**config.mk**
```make
export PLATFORM = sky130hd
export DESIGN_NAME = pipeline_stall_controller
export DESIGN_NICKNAME = d
export VERILOG_FILES = /design/src/rtl/pipeline_stall_controller.sv
export SDC_FILE = /design/constraint.sdc
export NUM_CORES = 1
export LEC_CHECK = 0
export CAP_MARGIN = 20
export CORE_MARGIN = 3
export CORE_UTILIZATION = 26
export CTS_BUF_LIST = sky130_fd_sc_hd__clkbuf_16
export DETAILED_ROUTE_END_ITERATION = 8
export PLACE_DENSITY = 0.8
export RECOVER_POWER = 50
export SYNTH_ARGS = -nofsm -noshare
export SYNTH_HDL_FRONTEND = slang
export SYNTH_SLANG_ARGS = --single-unit
export TNS_END_PERCENT = 20
```
**constraint.sdc**
```tcl
create_clock -name CLK -period 1 [get_ports CLK]
set_input_delay 0.2 -clock CLK [delete_from_list [all_inputs] [get_ports CLK]]
set_output_delay 0.2 -clock CLK [all_outputs]
set_load 0.01 [all_outputs]
```
**src/rtl/pipeline_stall_controller.sv**
```systemverilog
// rtl/pipeline_stall_controller.sv - stall/flush arbitration for the RV32IM 5-stage pipeline
// Optional performance counters are compiled in with `define STALL_PERF_COUNTERS_EN.
// Priority: data-memory freeze > branch redirect > load-use bubble > fetch wait,
// with a one-shot discard of the wrong-path fetch that returns after a redirect.

module pipeline_stall_controller #(
  parameter int CNT_WIDTH = 32
) (
  input  logic                 CLK,
  input  logic                 RESET,
  input  logic                 LU_HAZ_SIG,
  input  logic                 BRANCH_TAKEN,
  input  logic                 INST_MEM_BUSY,
  input  logic                 DATA_MEM_BUSY,
  output logic                 PC_HOLD,
  output logic                 IF_ID_HOLD,
  output logic                 IF_ID_FLUSH,
  output logic                 ID_EX_HOLD,
  output logic                 ID_EX_BUBBLE,
  output logic                 EX_MEM_HOLD,
  output logic                 MEM_WB_BUBBLE,
  output logic [CNT_WIDTH-1:0] LU_BUBBLE_COUNT,
  output logic [CNT_WIDTH-1:0] DMEM_STALL_COUNT,
  output logic [CNT_WIDTH-1:0] FLUSH_COUNT
);

  typedef enum logic {
    RUN       = 1'b0,
    LU_BUBBLE = 1'b1
  } state_e;

  state_e state_q, state_d;
  logic   discard_q, discard_d;

  // Which priority level owns this cycle (reset excluded; it is handled separately)
  logic p1_dmem, p2_branch, p3_load_use;

  // Priority decode of the current cycle
  always_comb begin
    p1_dmem     = DATA_MEM_BUSY;
    p2_branch   = !DATA_MEM_BUSY && BRANCH_TAKEN;
    // The guard state masks a stale hazard level that the detector has not re-evaluated yet
    p3_load_use = !DATA_MEM_BUSY && !BRANCH_TAKEN && LU_HAZ_SIG && (state_q == RUN);
  end

  // Next-state and control outputs
  always_comb begin
    state_d       = state_q;
    discard_d     = discard_q;
    PC_HOLD       = 1'b0;
    IF_ID_HOLD    = 1'b0;
    IF_ID_FLUSH   = 1'b0;
    ID_EX_HOLD    = 1'b0;
    ID_EX_BUBBLE  = 1'b0;
    EX_MEM_HOLD   = 1'b0;
    MEM_WB_BUBBLE = 1'b0;

    if (RESET) begin
      // Drain the pipeline with NOPs while held in reset
      state_d       = RUN;
      discard_d     = 1'b0;
      IF_ID_FLUSH   = 1'b1;
      ID_EX_BUBBLE  = 1'b1;
      MEM_WB_BUBBLE = 1'b1;
    end else if (p1_dmem) begin
      // Freeze everything up to MEM; branch/hazard stay visible because their stages are frozen
      PC_HOLD       = 1'b1;
      IF_ID_HOLD    = 1'b1;
      ID_EX_HOLD    = 1'b1;
      EX_MEM_HOLD   = 1'b1;
      MEM_WB_BUBBLE = 1'b1;
    end else begin
      if (p2_branch) begin
        // Squash the two wrong-path instructions; PC takes the target via the external mux
        IF_ID_FLUSH  = 1'b1;
        ID_EX_BUBBLE = 1'b1;
        state_d      = RUN;
        if (INST_MEM_BUSY) begin
          // The fetch in flight is wrong-path; drop it when it finally returns
          discard_d = 1'b1;
        end
      end else if (p3_load_use) begin
        PC_HOLD      = 1'b1;
        IF_ID_HOLD   = 1'b1;
        ID_EX_BUBBLE = 1'b1;
        state_d      = LU_BUBBLE;
      end else begin
        // Leaves the guard state after exactly one non-frozen cycle
        state_d = RUN;
      end

      if (INST_MEM_BUSY) begin
        // No valid fetch data: hold PC and, unless IF/ID is being held, feed a NOP
        PC_HOLD = 1'b1;
        if (!IF_ID_HOLD) begin
          IF_ID_FLUSH = 1'b1;
        end
      end

      // Returned wrong-path fetch is dropped; if IF/ID is held this cycle the drop is deferred
      if (discard_q && !INST_MEM_BUSY && !IF_ID_HOLD) begin
        IF_ID_FLUSH = 1'b1;
        discard_d   = 1'b0;
      end
    end
  end

  // State register
  always_ff @(posedge CLK) begin
    if (RESET) begin
      state_q   <= RUN;
      discard_q <= 1'b0;
    end else begin
      state_q   <= state_d;
      discard_q <= discard_d;
    end
  end

`ifdef STALL_PERF_COUNTERS_EN
  logic [CNT_WIDTH-1:0] lu_cnt_q, lu_cnt_d;
  logic [CNT_WIDTH-1:0] dmem_cnt_q, dmem_cnt_d;
  logic [CNT_WIDTH-1:0] flush_cnt_q, flush_cnt_d;

  // Saturating event counters; they stick at all-ones instead of wrapping
  always_comb begin
    lu_cnt_d    = lu_cnt_q;
    dmem_cnt_d  = dmem_cnt_q;
    flush_cnt_d = flush_cnt_q;
    if (p3_load_use && (lu_cnt_q != '1)) begin
      lu_cnt_d = lu_cnt_q + CNT_WIDTH'(1);
    end
    if (p1_dmem && (dmem_cnt_q != '1)) begin
      dmem_cnt_d = dmem_cnt_q + CNT_WIDTH'(1);
    end
    if (p2_branch && (flush_cnt_q != '1)) begin
      flush_cnt_d = flush_cnt_q + CNT_WIDTH'(1);
    end
  end

  // Counter registers, cleared by reset
  always_ff @(posedge CLK) begin
    if (RESET) begin
      lu_cnt_q    <= '0;
      dmem_cnt_q  <= '0;
      flush_cnt_q <= '0;
    end else begin
      lu_cnt_q    <= lu_cnt_d;
      dmem_cnt_q  <= dmem_cnt_d;
      flush_cnt_q <= flush_cnt_d;
    end
  end

  assign LU_BUBBLE_COUNT  = lu_cnt_q;
  assign DMEM_STALL_COUNT = dmem_cnt_q;
  assign FLUSH_COUNT      = flush_cnt_q;
`else
  assign LU_BUBBLE_COUNT  = '0;
  assign DMEM_STALL_COUNT = '0;
  assign FLUSH_COUNT      = '0;
`endif

endmodule

```
Word-level counts from Yosys, hierarchy flattened
Index checks and enable logic that the tools add are counted.
{ "word_totals": {"regBits": 2, "inputBits": 6, "output_inout_bits": 103, "word_cells": 41} }
{ "classes": {"mux": 24, "bitwise_logic": 2, "n_reduce_logical": 13} }
{ "op_table": {"columns": ["op", "n"], "rows": [
  ["1-bit 2-to-1 mux", 24],
  ["1-bit logical AND", 6],
  ["1-bit zero test", 4],
  ["2-bit nonzero test", 2],
  ["3-bit AND reduction", 1],
  ["1-bit inverter", 2]
]} }

Depth between registers and ports, before layout
{ "depth": {"depth_word": 13, "depth_mapped": 3, "depth_no_buf": 3} }

Worst setup path after synthesis
OpenSTA, ideal clock, no wires.
{ "synth_timing": {"path_kind": "flip-flop to output port", "from": "register state_q", "to": "output port IF_ID_FLUSH", "arrival_time_ns": 0.765, "slack_ns": 0.035, "stages_incl_launch_ff": 4, "path_buffers": 0, "cell_sequence": "dfxtp_1 inv_1 a21o_1 a21oi_1"} }
{ "synth_via": {"elab_chain_cells": 11} }
{ "synth_rtl": {"columns": ["item", "line_no", "rtl"], "rows": [
  ["start, declared", "32", "state_e state_q, state_d;"],
  ["start signal, assigned", "114", "state_q <= state_d;"],
  ["1-bit inverter *", "43", "p3_load_use = !DATA_MEM_BUSY && !BRANCH_TAKEN && LU_HAZ_SIG && (state_q == RUN);"],
  ["1-bit logical AND *", "43", null],
  ["1-bit 2-to-1 mux *", "82", "end else if (p3_load_use) begin"],
  ["1-bit 2-to-1 mux *", "73", "if (p2_branch) begin"],
  ["1-bit 2-to-1 mux *", "65", "end else if (p1_dmem) begin"],
  ["1-bit 2-to-1 mux *", "58", "if (RESET) begin"],
  ["1-bit 2-to-1 mux / 1-bit zero test (equally long branches)", "95, 101", null],
  ["1-bit 2-to-1 mux / 1-bit logical AND (equally long branches)", "92, 101", null],
  ["1-bit 2-to-1 mux *", "101", "if (discard_q && !INST_MEM_BUSY && !IF_ID_HOLD) begin"],
  ["1-bit 2-to-1 mux *", "65", null],
  ["1-bit 2-to-1 mux *", "58", null],
  ["end, declared", "17", "output logic IF_ID_FLUSH,"]
]} }
Mark *: on every way between the ends. The rest lies on a longest branch, timed or not. The select of a mux whose other input is x is not followed.

Worst setup path after layout
Same ends and word-level chain as after synthesis.

==> metrics.txt <==
Final Setup Violations 6; Detailed Route Iter0 Violations 11; # IOs 109; f_max 787 MHz; status finished, violations left; most frequent cells in the layout conb_1, buf_2, buf_4; Worst Setup Start Kind flop; Max H-tree Level 1; total grt overflow 0; layout cells sized above 1 0.193; vias in the first global route 331; Syn-to-layout area delta -10.2%; via density per instance around 2.7; CP max-delay cell dfxtp_4; Rows 20; core area 3150 um2; WL/cell 7.04 um; power after layout 958 uW; # diodes 0; CTS clk-pin slew, worst paths 30 ps; nets 148; WP buf/inv 2; maximum capacitance violations 0; post-route setup slack -271 ps; Clock Skews 1.21 ps; Post-Syn Area per Cell 7.38 um2; commonest non-fill, non-tap cell in the layout conb_1; CP cell instances inv_2 -> a21o_1 -> a21oi_2 -> buf_2; Yosys warning count 0; WHS Path Cells 3; Crit Path Category flop to primary output; Min-Delay Path Class input port to flop; antenna viol nets, final 0; CTS sink count 2; Lkg Pwr 0.497 nW; Die Span Y 64.4 um; Critical Path RT 800 ps; Final Hold Vio Count 0; via count between 400 and 500; first-pass GRT wire length 1.42 mm; mapped cell area 886 um2; R2R depth 4; CP Data Arrival Time 1070 ps; I/O Buffers 12; HPWL Detailed around 1.1 mm; GRT Overall Usage 0.0447; antenna violations before repair 0; GPL Wtd Cong between 0.6 and 0.7; critical path depth in cells 4; CTS Buf Count 3; worst skew pair latency approximately 220 ps; DRT Pass-1 Iters 2; die extent in x between 60 and 70 um; full die area 4140 um2; largest net degree at the start of global routing 7; Initial Utilization 0.281; crit path max fanout 3; CTS tree built; min cycle time layout 1270 ps; delay-heaviest family, CP flip-flops; # DRC 0; setup tns final -968 ps; hold_buf cts 0; clock buffer depth 2; #FFs+latches synth 2; pwr/cell area 1200 nW/um2; period utilisation layout 1.27; unrepaired setup endpoints after global routing yes; routed wire length about 1.3 mm; Root Buffer clkbuf_16; Slew Viols, Final 0; VDD IR max 0.545 mV; failing checks negative setup slack; register area share after synthesis 0.0452; Yosys cell types 13; slowest stage delay, CP 360 ps; Critical Path End Type primary output; Synth Instances 120
-- final timing paths --
check,startpoint,to,slack (ps)
setup / recovery,state_q$_SDFFE_PP0N_,IF_ID_FLUSH,-270
hold / removal,RESET,state_q$_SDFFE_PP0N_,340
setup reg to reg,state_q$_SDFFE_PP0N_,discard_q$_SDFFE_PP0P_,0
hold reg to reg,discard_q$_SDFFE_PP0P_,discard_q$_SDFFE_PP0P_,540
-- through the flow --
| stage | instances | hold WS (ps) | setup slack [ps] | utilization | cell area, um2 |
|---|---|---|---|---|---|
| 5_1_grt | 184 | 355 | -290 | 0.252 | 796 |
| 4_1_cts | 184 | 339 | -234 | 0.254 | 802 |
| 3_5_place_dp | 180 | 545 | -842 | 0.233 | 734 |
| 2_1_floorplan | 215 | 271 | 34.5 | - | 1240 |
| 6_report | 184 | 344 | -271 | 0.252 | 796 |
| 3_3_place_gp | 180 | 531 | -844 | 0.233 | 734 |
-- synth_stat cells --
| cell type | count | share of area |
|---|---|---|
| nor3_1 | 1 | 0.0056 |
| inv_1 | 2 | 0.0085 |
| dfxtp_1 | 2 | 0.045 |
| a21oi_1 | 4 | 0.023 |
| nor4_2 | 1 | 0.014 |
| buf_4 | 97 | 0.82 |
| o21bai_1 | 1 | 0.0085 |
| a21o_1 | 1 | 0.0085 |
| nor2_1 | 7 | 0.030 |
| conb_1 | 1 | 0.0042 |
| nor4b_1 | 1 | 0.0099 |
| or2_2 | 1 | 0.0071 |
| nor3b_2 | 1 | 0.014 |
-- power by group --
part / switching [mW] / internal, mW / total, mW
clock: 0.0798 / 0.508 / 0.588
sequential: 0.00303 / 0.0820 / 0.0850
combinational: 0.226 / 0.0595 / 0.285
-- cell families (layout without fill, tap and decap cells) --
logic type	count (synthesis)	after routing	share of synthesized area
AO/OA/AOI/OAI	6	6	0.0396
other	1	96	0.00423
AND/OR/NAND/NOR	12	12	0.0805
flip-flops	2	2	0.0452
buffers and inverters	99	24	0.831
-- per-layer routing --
metal | GRT usage | vias up | wire (um)
li1 | - | 216 | -
met1 | 0.0355 | 214 | 287
met2 | 0.0863 | 61 | 717
met3 | 0.0211 | 4 | 249
met4 | 0.0264 | 0 | 41
met5 | 0 | - | 0
-- worst register-to-register path, cell delays in order, from the launching register on --
cell and delay (ps):
dfxtp_4 350, nor3b_4 190, nor3_2 60, buf_4 130
nor4_2 180
-- state kept, by name, indices dropped and copies added (netlist names) --
name,cells
state_q,1
discard_q,1
-- layout make-up --
| cell class | count | area, um2 |
|---|---|---|
| fillers | 376 | 2360 |
| multi-input cells | 114 | 484 |
| clock buffers | 3 | 75.1 |
| inverters | 2 | 7.51 |
| repair buffers | 19 | 130 |
| well taps | 44 | 55.1 |
| flip-flops and latches | 2 | 43.8 |
-- repair_timing --
action                                  4_1_cts  5_1_grt
buffers inserted                              1        0
endpoints found under the hold margin         0        0
pin swaps                                     2        0
endpoints found under the setup margin        9        8
gates resized for setup                      43        3
(Power assumes the default switching activity.)
